===== config.mk =====
export PLATFORM = sky130hd
export DESIGN_NAME = iic_xfer_ctrl_flat
export DESIGN_NICKNAME = d
export VERILOG_FILES = /design/src/rtl/iic_pkg.sv /design/src/rtl/iic_xfer_ctrl_if.sv /design/src/rtl/iic_timeout_cnt.sv /design/src/rtl/iic_xfer_ctrl.sv /design/src/flat_wrapper.sv
export SDC_FILE = /design/constraint.sdc
export NUM_CORES = 1
export LEC_CHECK = 0
export ABC_CLOCK_PERIOD_IN_PS = 2200
export BUFFER_PORTS_ARGS = -buffer_cell sky130_fd_sc_hd__buf_2
export CAP_MARGIN = 20
export CORE_MARGIN = 1
export CORE_UTILIZATION = 30
export CTS_CLUSTER_DIAMETER = 50
export DETAILED_ROUTE_END_ITERATION = 12
export GPL_TIMING_DRIVEN = 0
export SLEW_MARGIN = 20
export SYNTH_ARGS = -nofsm -noshare
export SYNTH_HDL_FRONTEND = slang
export SYNTH_HIERARCHICAL = 1
export SYNTH_SLANG_ARGS = --single-unit

===== constraint.sdc =====
create_clock -name clock -period 2.2 [get_ports clock]
set_input_delay 0.11 -clock clock [delete_from_list [all_inputs] [get_ports clock]]
set_output_delay 0.11 -clock clock [all_outputs]
set_load 0.005 [all_outputs]

===== src/rtl/iic_pkg.sv =====
// Shared types and constants for the IIC transaction sequencer and its byte-engine handshake.
package iic_pkg;

    localparam int unsigned ADDR_W = 7;
    localparam int unsigned DATA_W = 8;
    localparam int unsigned LEN_W  = 4;

    localparam logic RW_READ  = 1'b1;
    localparam logic RW_WRITE = 1'b0;

    typedef enum logic [3:0] {
        ST_IDLE,
        ST_ADDR,
        ST_ADDR_WAIT,
        ST_DATA,
        ST_DATA_WAIT,
        ST_RX_HOLD,
        ST_STOP,
        ST_STOP_WAIT,
        ST_FIN
    } state_t;

    // First byte on the wire: 7-bit device address followed by the direction bit.
    function automatic logic [DATA_W-1:0] addr_byte(input logic [ADDR_W-1:0] addr, input logic rw);
        return {addr, rw};
    endfunction

endpackage


===== src/rtl/iic_xfer_ctrl_if.sv =====
// Request, tx/rx byte streams and iic_core handshake of the transaction sequencer.
interface iic_xfer_ctrl_if;
    import iic_pkg::*;

    logic              req_valid;
    logic              req_ready;
    logic [ADDR_W-1:0] req_addr;
    logic              req_rw;
    logic [LEN_W-1:0]  req_len;
    logic [DATA_W-1:0] tx_data;
    logic              tx_valid;
    logic              tx_ready;
    logic [DATA_W-1:0] rx_data;
    logic              rx_valid;
    logic              rx_ready;
    logic              done;
    logic              err;
    logic              core_start;
    logic              core_stop;
    logic              core_rw;
    logic [DATA_W-1:0] core_din;
    logic              core_busy;
    logic              core_sending;
    logic [DATA_W-1:0] core_dout;

    modport master (
        input  req_valid, req_addr, req_rw, req_len, tx_data, tx_valid, rx_ready,
               core_busy, core_sending, core_dout,
        output req_ready, tx_ready, rx_data, rx_valid, done, err,
               core_start, core_stop, core_rw, core_din
    );

    modport slave (
        output req_valid, req_addr, req_rw, req_len, tx_data, tx_valid, rx_ready,
               core_busy, core_sending, core_dout,
        input  req_ready, tx_ready, rx_data, rx_valid, done, err,
               core_start, core_stop, core_rw, core_din
    );

endinterface


===== src/rtl/iic_timeout_cnt.sv =====
// Per-byte watchdog: counts wait cycles since the last clear and flags the TIMEOUT-th one.
module iic_timeout_cnt #(
    parameter int unsigned TIMEOUT = 255,
    parameter int unsigned CNT_W   = 8
) (
    input  logic clock,
    input  logic reset_n,
    input  logic clr,
    input  logic en,
    output logic expired_c
);

    logic [CNT_W-1:0] cnt_q;

    always_ff @(posedge clock) begin
        if (!reset_n) begin
            cnt_q <= '0;
        end else if (clr) begin
            cnt_q <= '0;
        end else if (en) begin
            cnt_q <= cnt_q + CNT_W'(1);
        end
    end

    // Counter holds k-1 during the k-th wait cycle.
    assign expired_c = (cnt_q == CNT_W'(TIMEOUT - 1));

endmodule


===== src/rtl/iic_xfer_ctrl.sv =====
// Sequences one IIC transaction (address byte, N data bytes, STOP) onto iic_core.
module iic_xfer_ctrl
    import iic_pkg::*;
#(
    parameter int unsigned TIMEOUT = 255,
    parameter int unsigned CNT_W   = 8
) (
    input logic             clock,
    input logic             reset_n,
    iic_xfer_ctrl_if.master bus
);

    state_t            state_q, state_d;
    logic [ADDR_W-1:0] addr_q, addr_d;
    logic              rw_q, rw_d;
    logic [LEN_W-1:0]  rem_q, rem_d;
    logic              err_q, err_d;
    logic [DATA_W-1:0] rx_data_q, rx_data_d;
    logic              rx_valid_q, rx_valid_d;

    logic              tmo_clr, tmo_en, tmo_expired_c;
    logic              req_ready_c, tx_ready_c, start_c, stop_c, core_rw_c;
    logic [DATA_W-1:0] din_c;

    iic_timeout_cnt #(
        .TIMEOUT (TIMEOUT),
        .CNT_W   (CNT_W)
    ) u_timeout (
        .clock     (clock),
        .reset_n   (reset_n),
        .clr       (tmo_clr),
        .en        (tmo_en),
        .expired_c (tmo_expired_c)
    );

    always_ff @(posedge clock) begin
        if (!reset_n) begin
            state_q    <= ST_IDLE;
            addr_q     <= '0;
            rw_q       <= 1'b0;
            rem_q      <= '0;
            err_q      <= 1'b0;
            rx_data_q  <= '0;
            rx_valid_q <= 1'b0;
        end else begin
            state_q    <= state_d;
            addr_q     <= addr_d;
            rw_q       <= rw_d;
            rem_q      <= rem_d;
            err_q      <= err_d;
            rx_data_q  <= rx_data_d;
            rx_valid_q <= rx_valid_d;
        end
    end

    always_comb begin
        state_d     = state_q;
        addr_d      = addr_q;
        rw_d        = rw_q;
        rem_d       = rem_q;
        err_d       = err_q;
        rx_data_d   = rx_data_q;
        rx_valid_d  = rx_valid_q;
        tmo_clr     = 1'b0;
        tmo_en      = 1'b0;
        req_ready_c = 1'b0;
        tx_ready_c  = 1'b0;
        start_c     = 1'b0;
        stop_c      = 1'b0;
        core_rw_c   = 1'b0;
        din_c       = '0;

        unique case (state_q)
            ST_IDLE: begin
                req_ready_c = !bus.core_sending;
                if (bus.req_valid && req_ready_c) begin
                    addr_d  = bus.req_addr;
                    rw_d    = bus.req_rw;
                    rem_d   = bus.req_len;
                    err_d   = 1'b0;
                    state_d = ST_ADDR;
                end
            end
            ST_ADDR: begin
                start_c = 1'b1;
                din_c   = addr_byte(addr_q, rw_q);
                tmo_clr = 1'b1;
                state_d = ST_ADDR_WAIT;
            end
            ST_ADDR_WAIT: begin
                tmo_en = 1'b1;
                if (!bus.core_busy) begin
                    state_d = (rem_q == '0) ? ST_STOP : ST_DATA;
                end else if (tmo_expired_c) begin
                    err_d   = 1'b1;
                    state_d = ST_FIN;
                end
            end
            ST_DATA: begin
                if (rw_q == RW_WRITE) begin
                    // Core sits in its wait condition (SCK low) until the next write byte shows up.
                    if (bus.tx_valid) begin
                        tx_ready_c = 1'b1;
                        start_c    = 1'b1;
                        din_c      = bus.tx_data;
                        rem_d      = rem_q - LEN_W'(1);
                        tmo_clr    = 1'b1;
                        state_d    = ST_DATA_WAIT;
                    end
                end else begin
                    start_c   = 1'b1;
                    core_rw_c = 1'b1;
                    rem_d     = rem_q - LEN_W'(1);
                    tmo_clr   = 1'b1;
                    state_d   = ST_DATA_WAIT;
                end
            end
            ST_DATA_WAIT: begin
                tmo_en = 1'b1;
                if (!bus.core_busy) begin
                    if (rw_q == RW_WRITE) begin
                        state_d = (rem_q == '0) ? ST_STOP : ST_DATA;
                    end else begin
                        rx_data_d  = bus.core_dout;
                        rx_valid_d = 1'b1;
                        state_d    = ST_RX_HOLD;
                    end
                end else if (tmo_expired_c) begin
                    err_d   = 1'b1;
                    state_d = ST_FIN;
                end
            end
            ST_RX_HOLD: begin
                if (bus.rx_ready) begin
                    rx_valid_d = 1'b0;
                    state_d    = (rem_q == '0) ? ST_STOP : ST_DATA;
                end
            end
            ST_STOP: begin
                stop_c  = 1'b1;
                tmo_clr = 1'b1;
                state_d = ST_STOP_WAIT;
            end
            ST_STOP_WAIT: begin
                tmo_en = 1'b1;
                if (!bus.core_busy && !bus.core_sending) begin
                    state_d = ST_FIN;
                end else if (tmo_expired_c) begin
                    err_d   = 1'b1;
                    state_d = ST_FIN;
                end
            end
            ST_FIN: begin
                state_d = ST_IDLE;
            end
            default: begin
                state_d = ST_IDLE;
            end
        endcase
    end

    assign bus.req_ready  = req_ready_c;
    assign bus.tx_ready   = tx_ready_c;
    assign bus.rx_data    = rx_data_q;
    assign bus.rx_valid   = rx_valid_q;
    assign bus.done       = (state_q == ST_FIN);
    assign bus.err        = err_q;
    assign bus.core_start = start_c;
    assign bus.core_stop  = stop_c;
    assign bus.core_rw    = core_rw_c;
    assign bus.core_din   = din_c;

endmodule


===== src/flat_wrapper.sv =====
// flat-port wrapper written by rule: the top's interface ports become plain ports
module iic_xfer_ctrl_flat import iic_pkg::*;
#(
    parameter int unsigned TIMEOUT = 255,
    parameter int unsigned CNT_W   = 8
)
  (clock, reset_n, bus_req_valid, bus_req_addr, bus_req_rw, bus_req_len, bus_tx_data, bus_tx_valid, bus_rx_ready, bus_core_busy, bus_core_sending, bus_core_dout, bus_req_ready, bus_tx_ready, bus_rx_data, bus_rx_valid, bus_done, bus_err, bus_core_start, bus_core_stop, bus_core_rw, bus_core_din);
  iic_xfer_ctrl_if bus_i ();
  input logic clock;
  input logic reset_n;
  input wire logic [$bits(bus_i.req_valid)-1:0] bus_req_valid;
  input wire logic [$bits(bus_i.req_addr)-1:0] bus_req_addr;
  input wire logic [$bits(bus_i.req_rw)-1:0] bus_req_rw;
  input wire logic [$bits(bus_i.req_len)-1:0] bus_req_len;
  input wire logic [$bits(bus_i.tx_data)-1:0] bus_tx_data;
  input wire logic [$bits(bus_i.tx_valid)-1:0] bus_tx_valid;
  input wire logic [$bits(bus_i.rx_ready)-1:0] bus_rx_ready;
  input wire logic [$bits(bus_i.core_busy)-1:0] bus_core_busy;
  input wire logic [$bits(bus_i.core_sending)-1:0] bus_core_sending;
  input wire logic [$bits(bus_i.core_dout)-1:0] bus_core_dout;
  output wire logic [$bits(bus_i.req_ready)-1:0] bus_req_ready;
  output wire logic [$bits(bus_i.tx_ready)-1:0] bus_tx_ready;
  output wire logic [$bits(bus_i.rx_data)-1:0] bus_rx_data;
  output wire logic [$bits(bus_i.rx_valid)-1:0] bus_rx_valid;
  output wire logic [$bits(bus_i.done)-1:0] bus_done;
  output wire logic [$bits(bus_i.err)-1:0] bus_err;
  output wire logic [$bits(bus_i.core_start)-1:0] bus_core_start;
  output wire logic [$bits(bus_i.core_stop)-1:0] bus_core_stop;
  output wire logic [$bits(bus_i.core_rw)-1:0] bus_core_rw;
  output wire logic [$bits(bus_i.core_din)-1:0] bus_core_din;
  assign bus_i.req_valid = bus_req_valid;
  assign bus_i.req_addr = bus_req_addr;
  assign bus_i.req_rw = bus_req_rw;
  assign bus_i.req_len = bus_req_len;
  assign bus_i.tx_data = bus_tx_data;
  assign bus_i.tx_valid = bus_tx_valid;
  assign bus_i.rx_ready = bus_rx_ready;
  assign bus_i.core_busy = bus_core_busy;
  assign bus_i.core_sending = bus_core_sending;
  assign bus_i.core_dout = bus_core_dout;
  assign bus_req_ready = bus_i.req_ready;
  assign bus_tx_ready = bus_i.tx_ready;
  assign bus_rx_data = bus_i.rx_data;
  assign bus_rx_valid = bus_i.rx_valid;
  assign bus_done = bus_i.done;
  assign bus_err = bus_i.err;
  assign bus_core_start = bus_i.core_start;
  assign bus_core_stop = bus_i.core_stop;
  assign bus_core_rw = bus_i.core_rw;
  assign bus_core_din = bus_i.core_din;
  iic_xfer_ctrl #(.TIMEOUT(TIMEOUT), .CNT_W(CNT_W)) u_core (.clock(clock), .reset_n(reset_n), .bus(bus_i));
endmodule

==> results.md, run 1 <==
Floorplan:
- The number of standard-cell rows in the floorplan is 28.
- The die is 80.43 um wide.
- After floorplanning, the core was sized to cover 0.005921 mm^2.
- 59 I/O pins were placed.
- The full die area is 0.006469 mm^2.
- Once the floorplan was initialized, standard cells occupied 31.17% of the core.
- The die is 80.43 um tall.

Setup path:
- The worst register-to-register path has a setup slack of 0.1 ns.
- Along the worst path, the maximum fanout reaches 8.
- The category of the worst setup path launch point is a flop.
- The worst register-to-register path begins at u_core/state_q[2].
- The most critical setup path has its startpoint at u_core/state_q[2].
- For the worst setup path, the data arrival time is 2.30 ns.
- STA puts the critical path data required time at 2.40 ns.
- The worst setup path is captured at a flop.
- The category of the critical setup timing path is flop to flop.

Pwr:
- The power per cell area is 568.7 mW/mm^2.
- The total power is 1.337 mW.
- IR analysis of the VDD net gives a maximum drop of 0.0003503 V.
- The standby leakage power is 1.036 nW.

Place:
- At the end of routability-driven placement, the weighted congestion stood at 0.8334.
- The HPWL after detailed placement is 3.438 mm.
- Buffers placed on the I/O ports in this run total 58.

Final layout:
- At the end of the flow the core is filled with cells to 39.71%.
- The diode insertion count for antenna repair is 0.
- The fraction of layout cells with a size suffix above 1 is 28.72%.
- The post-layout net count is 326.
- Registers take 680.7 um^2.
- After filler insertion, the fill cell instance count of the layout stands at 615.
- The area occupied by multi-input gates is 0.001082 mm^2.
- Leaving out fill and tap cells, the most frequent cell in the layout is sky130_fd_sc_hd__buf_2.
- In the layout the commonest cells are 64 x sky130_fd_sc_hd__buf_2, 34 x sky130_fd_sc_hd__dfxtp_1, 24 x sky130_fd_sc_hd__nor2_1.
- From synthesis to final layout, the design area changed by 27.39%.

Synth:
- For this run, the register share of the synthesized area comes to 36.88%.
- The synthesized netlist contains 54 unique library cells.
- The flip-flop and latch count after synthesis is 34.
- The prevailing post-synth register cell is sky130_fd_sc_hd__dfxtp_1.
- In the synthesized netlist, the number of instances is 221.
- Counting every net in the synthesized netlist gives 259.
- The synthesized design contains 0 enable-type register cells.
- The mapped netlist covers 0.001846 mm^2.
- The mean cell area of the mapped netlist is 8.351 um^2.
- The proportion of register bits with asynchronous set or reset after synthesis is 0%.
- Yosys printed 6 warnings.

Min path:
- The launch point of the worst hold path is bus_core_dout[5].
- In this run the worst hold path is classified as primary input to flop.

GRT:
- The number of global-route vias before repair is 1674.
- The first global-routing pass estimated 7.659 mm of wire.
- The number of antenna violations at the first check in global routing is 0.
- Entering global routing, the biggest net connects 11 pins.
- Global routing used 15.35% of the available tracks.
- The total global routing overflow is 0.

STA:
- The final worst hold slack is 0.05881 ns.
- The worst relative slew slack is 52.46%.
- Setup repair after global routing could not meet its margin everywhere.
- Setup violations remaining at the end of the flow were counted as 0.
- The max-slew violation count was 0.
- The worst path in the final design needs a cycle of 2.101 ns, including I/O delays and setup.
- The final count of hold timing violations was 0.
- For the pin with the worst max-slew slack, the measured transition is 0.7077 ns.
- In the finished design, the share of the clock period the worst path needs comes to 95.49%.
- The maximum clock rate is 0.4760 GHz.
- For the final database, setup skew stands at 0.004513 ns.

Route:
- The final route contains 1877 vias.
- In the routed design, unresolved DRC markers number 0.
- The final routed wire length divided by cell count is 12.86 um.
- The pre-antenna-repair detailed-routing pass consisted of 4 iterations.
- The via count normalized by instance count is 5.157.
- For this block, the routed nets add up to 4.682 mm of wire.
- In this run, the number of DRC markers left after iteration 0 of detailed routing was 124.
- Once detail routing completed, the nets flagged for antenna violations numbered 0.

Clock network:
- Hold repair after CTS inserted 0 buffers.
- TritonCTS built the clock tree.
- The clock-pin transition on the worst setup and hold timing paths is 0.07 ns.
- The number of buffers created by CTS is 5.
- The maximum level of the CTS H-tree is 2.
- The root buffer cell chosen for the clock tree is sky130_fd_sc_hd__clkbuf_8.
- Clock latency on the worst-skew pair, taken at its later pin, is 0.28 ns.
- The number of sinks driven by the clock tree is 34.
- The number of buffers on the longest clock path is 2.

Job:
- The count of max-cap constraint violations is 0.

Run status:
- The run finished with clean final reports.
-- path summary, 6_finish.rpt --
check	to	depth (start not counted)
max	u_core/u_timeout/cnt_q[1]	7
min	u_core/bus.rx_data[5]	3
max reg2reg	u_core/u_timeout/cnt_q[1]	7
min reg2reg	u_core/addr_q[3]	2
-- registers in the layout, indices dropped and copies added (netlist names) --
register,count
u_core/rw_q,1
u_core/u_timeout/cnt_q,8
u_core/bus.err,1
u_core/bus.rx_valid,1
u_core/addr_q,7
u_core/state_q,4
u_core/bus.rx_data,8
u_core/rem_q,4
-- where the power goes --
part / switching (mW) / total, mW / leakage (nW) / internal [mW]
registers: 0.0153 / 0.649 / 0.275 / 0.634
logic: 0.121 / 0.221 / 0.712 / 0.0997
clock network: 0.215 / 0.468 / 0.0482 / 0.252
total: 0.351 / 1.34 / 1.04 / 0.986
-- metal layers --
layer	vias up	wire length, um	track usage, %
met5	-	0	0
met4	0	26	4.821
met3	4	246	4.091
met2	56	2090	24.07
met1	881	2319	20.29
li1	936	-	-
-- timing repair --
item	CTS	global route
gates cloned	0	0
setup endpoints to repair	8	17
pin swaps	0	0
resized for setup	1	1
buffers inserted	0	2
-- critical path: stages, from the launching register on --
cell,delay [ns]
sky130_fd_sc_hd__dfxtp_1,0.46
sky130_fd_sc_hd__nand4bb_1,0.17
sky130_fd_sc_hd__clkbuf_1,0.37
sky130_fd_sc_hd__o21bai_1,0.15
sky130_fd_sc_hd__or2_2,0.28
sky130_fd_sc_hd__nand2b_1,0.16
sky130_fd_sc_hd__clkbuf_1,0.20
sky130_fd_sc_hd__a211oi_1,0.24
-- cell usage after synthesis, types with 3 or more instances --
cell                       count  area share [%]
sky130_fd_sc_hd__dfxtp_1      34              37
sky130_fd_sc_hd__nor2_1       24             4.9
sky130_fd_sc_hd__nand2_1      19             3.9
sky130_fd_sc_hd__a21oi_1      16             4.3
sky130_fd_sc_hd__nand3_1      13             3.5
sky130_fd_sc_hd__mux2i_1       9             4.9
sky130_fd_sc_hd__a22o_1        8             3.8
sky130_fd_sc_hd__inv_1         8             1.6
sky130_fd_sc_hd__clkbuf_1      7             1.4
sky130_fd_sc_hd__o21ai_0       7             1.9
sky130_fd_sc_hd__buf_2         6             1.6
sky130_fd_sc_hd__nor3_1        5             1.4
sky130_fd_sc_hd__nand2b_1      4             1.4
sky130_fd_sc_hd__o31ai_1       4             1.6
sky130_fd_sc_hd__ha_1          3             2.0
sky130_fd_sc_hd__nand4_1       3             1.0
sky130_fd_sc_hd__nor2b_1       3             1.0
sky130_fd_sc_hd__or3_1         3             1.0
sky130_fd_sc_hd__xnor2_1       3             1.4
sky130_fd_sc_hd__xor2_1        3             1.4
-- kinds of logic after synthesis --
group	count (synthesis)	synth area share, %
muxes	9	4.882
DFF	34	36.88
adders and majority gates	3	2.034
buffers and inverters	22	5.288
and+or+nand+nor	92	27.39
xor gates and xnor gates	6	2.848
AOI/OAI and AO/OA	55	20.68
-- through the flow --
stage / std cells / cell area (um^2) / setup WS, ns / TNS (ns)
floorplan: 221 / 1846 / 0.2761 / 0
global placement: 354 / 2230 / -0.1661 / -1.188
detailed placement: 354 / 2230 / -0.1784 / -1.352
CTS: 362 / 2330 / 0.007665 / 0
global route: 364 / 2351 / -0.03555 / -0.03555
finish: 364 / 2351 / 0.09923 / 0
-- layout make-up --
type / instances / area share [%]
buffer: 14 / 2.874
clock buffer: 7 / 3.672
clock inverter: 1 / 0.2129
inverter: 8 / 1.277
multi-input combinational: 165 / 46.04
sequential: 34 / 28.95
tap: 75 / 3.991
timing repair buffer: 60 / 12.99
Note: power is estimated with default switching activity, not from simulation.
==> inputs of run 2 (changes only) <==
CORE_ASPECT_RATIO = 1.75   (was not set)
==> results.md, run 2 (synthesized netlist as in run 1, its figures left out) <==
Pwr:
- The total power was 1.592 mW (+19%).
- The power per cell area was 664.7 mW/mm^2 (+17%).
- The maximum VDD drop was 0.0004127 V (+18%).
- The standby leakage power is 1.052 nW (+1.5%).

Setup path:
- The worst register-to-register path begins at u_core/state_q[2].
- The worst setup path is captured at an output port.
- The highest fanout seen on the critical path came to 10 (+2).
- The worst register-to-register path ends at u_core/u_timeout/cnt_q[1].
- The data arrival time of the critical path is 1.97 ns (-0.33 ns).
- The critical path is of the flop to output port type.
- The worst-case register-to-register setup slack came to 0.13 ns (+0.03 ns).
- The number of cells traversed by the worst register-to-register path is 7 (unchanged).
- The worst setup path is launched from a flop.
- The endpoint required time on the critical path was 2.09 ns (-0.31 ns).

Final layout:
- The diode insertion count for antenna repair is 0 (unchanged).
- The post-layout net count is 325 (-0.31%).
- From synthesis to final layout, the design area changed by 29.76%.
- The library cells used most frequently in the layout, excluding fill and tap cells, are 63 x sky130_fd_sc_hd__buf_2, 34 x sky130_fd_sc_hd__dfxtp_1, 24 x sky130_fd_sc_hd__nor2_1.
- The library cell used most frequently in the layout, excluding fill and tap cells, is sky130_fd_sc_hd__buf_2.
- The fraction of layout cells with a size suffix above 1 came to 28.82% (+0.10 points).
- The count of filler cells inserted in the layout is 656 (+6.7%).

Route:
- The DRC marker count from the first detailed-route iteration came to 115 (-7.3%).
- The via count normalized by instance count is 5.046 (-2.1%).
- The number of routed nets with antenna violations is 0 (unchanged).
- The number of detailed-routing iterations run before antenna repair was 4 (unchanged).
- The final routed DRC violation total is 0 (unchanged).
- The final routed wire length divided by cell count is 13.16 um (+2.3%).
- The detailed-route via count is 1847 (-1.6%).
- The total wire length after detailed routing came to 4.816 mm (+2.9%).

Floorplan:
- The placeable core area is 0.005926 mm^2 (about the same).
- The initial core utilization is 31.14% (about the same).
- The full die area was 0.006482 mm^2 (+0.20%).
- The width of the die is 61.29 um (-24%).
- The total I/O pin count is 59 (unchanged).
- The number of standard-cell rows in the floorplan is 37 (+32%).
- The height of the die is 105.8 um (+31%).

Clock network:
- The maximum level of the CTS H-tree is 2 (unchanged).
- The number of buffers on the longest clock path is 2 (unchanged).
- The number of buffers created by CTS is 5 (unchanged).
- The clock-pin transition on the worst setup and hold timing paths came to 0.07 ns (about the same).
- The insertion delay to the later sink of the worst-skew pair is 0.29 ns (about the same).
- In this run the clock root is driven by a sky130_fd_sc_hd__clkbuf_8.
- The number of sinks driven by the clock tree is 34 (unchanged).
- The TritonCTS clock tree is built.

Min path:
- The classification of the worst-slack hold path is primary input to flop.
- The launch point of the worst hold path is bus_core_dout[4].
- The cell depth of the worst min-delay path is 3 (unchanged).
- For hold timing, the worst endpoint is u_core/bus.rx_data[4].

STA:
- The number of setup violations in the final report is 0 (unchanged).
- The total negative slack for setup checks came to 0 ns (unchanged).
- The clock skew is 0.003343 ns (-0.001170 ns).
- The worst relative slew slack is 57.39% (+4.9 points).
- Setup repair after global routing could not meet its margin everywhere.
- The worst setup margin was 0.1177 ns (+0.01849 ns).
- The final count of hold timing violations is 0 (unchanged).
- The maximum clock rate came to 0.4802 GHz (+0.89%).
- The transition at the pin with the smallest max-transition slack came to 0.6343 ns (-0.07337 ns).
- The share of the clock period used by the worst path after layout is 94.65% (-0.84 points).
- The final critical-path required period is 2.082 ns (-0.01849 ns).
- The max-slew violation count is 0 (unchanged).

GRT:
- The total global routing overflow is 0 (unchanged).
- The number of antenna violations at the first check in global routing is 0 (unchanged).
- The wire length of the first global-routing pass is 8.066 mm (+5.3%).
- The number of global-route vias before repair is 1769 (+5.7%).
- The maximum number of pins on one net before global-route repair is 12 (+1).
- The overall routing resource usage is 16.46% (+1.1 points).

Place:
- The total half-perimeter wirelength after legalization and detailed placement was 3.565 mm (+3.7%).
- The post-placement setup slack is -0.2693 ns (-0.09091 ns).
- The count of port buffers added during placement is 58 (unchanged).
- The global placement routability congestion is 0.8245 (-1.1%).

Job:
- The count of max-cap constraint violations came to 0 (unchanged).

Run status:
- The run finished with clean final reports.
## run 2: cell count changes in the layout (fill, tap and decap cells not counted), sizes merged
cell and change:
buf -2, bufinv +2, clkinv -1
## run 2: how the worst max path moves through the flow
stage,slack (ns),startpoint,cells after the start,endpoint
floorplan,0.28,u_core/state_q[0],7,u_core/u_timeout/cnt_q[1]
global placement,-0.27,u_core/state_q[0],7,u_core/u_timeout/cnt_q[1]
detailed placement,-0.27,u_core/state_q[0],7,u_core/u_timeout/cnt_q[4]
CTS,0.08,u_core/state_q[3],6,bus_core_din[2]
global route,-0.07,u_core/state_q[3],6,bus_core_din[2]
finish,0.12,u_core/state_q[3],6,bus_core_din[2]
## run 2: final cells by class
cell class / instances / area [um^2] / share of cell area, %
buffer: 14 / 70.07 / 2.926
clock buffer: 6 / 82.58 / 3.448
clock inverter: 2 / 60.06 / 2.508
inverter: 8 / 30.03 / 1.254
multi-input combinational: 165 / 1076 / 44.93
sequential: 34 / 680.7 / 28.42
tap: 78 / 97.59 / 4.075
timing repair buffer: 59 / 297.8 / 12.43
## run 2: layer usage
metal  up-vias  routed length, um  GRT usage [%]
met5         -                  0              0
met4         0                156          9.253
met3        12                223          3.190
met2        56               2435          26.71
met1       850               2000          19.33
li1        929                  -              -
## run 2: critical path, stage by stage (launching register included)
cell and delay [ns]:
sky130_fd_sc_hd__dfxtp_1 0.31, sky130_fd_sc_hd__buf_6 0.14, sky130_fd_sc_hd__nand4bb_1 0.16, sky130_fd_sc_hd__clkbuf_1 0.22, sky130_fd_sc_hd__nor3b_2 0.52, sky130_fd_sc_hd__a22o_1 0.23
sky130_fd_sc_hd__buf_2 0.10
## run 2: where the power goes
part / switching (mW) / internal (mW)
Sequential: 0.0153 / 0.633
Combinational: 0.122 / 0.0967
Clock: 0.241 / 0.483
Total: 0.379 / 1.21
## run 2: what timing repair did
item                       CTS  global route
gates resized for setup      1             1
pin swaps                    0             0
hold buffers                 0             0
setup endpoints to repair   10            11
buffers inserted             1             0
## run 2: per-stage QoR
| stage | hold slack [ns] | utilization (%) | instances | cell area [um^2] |
|---|---|---|---|---|
| floorplan | 0.2212 | - | 221 | 1846 |
| global placement | 0.3387 | 37.69 | 357 | 2233 |
| detailed placement | 0.3546 | 37.69 | 357 | 2233 |
| CTS | 0.04035 | 40.37 | 366 | 2392 |
| global route | 0.04815 | 40.41 | 366 | 2395 |
| finish | 0.04921 | 40.41 | 366 | 2395 |
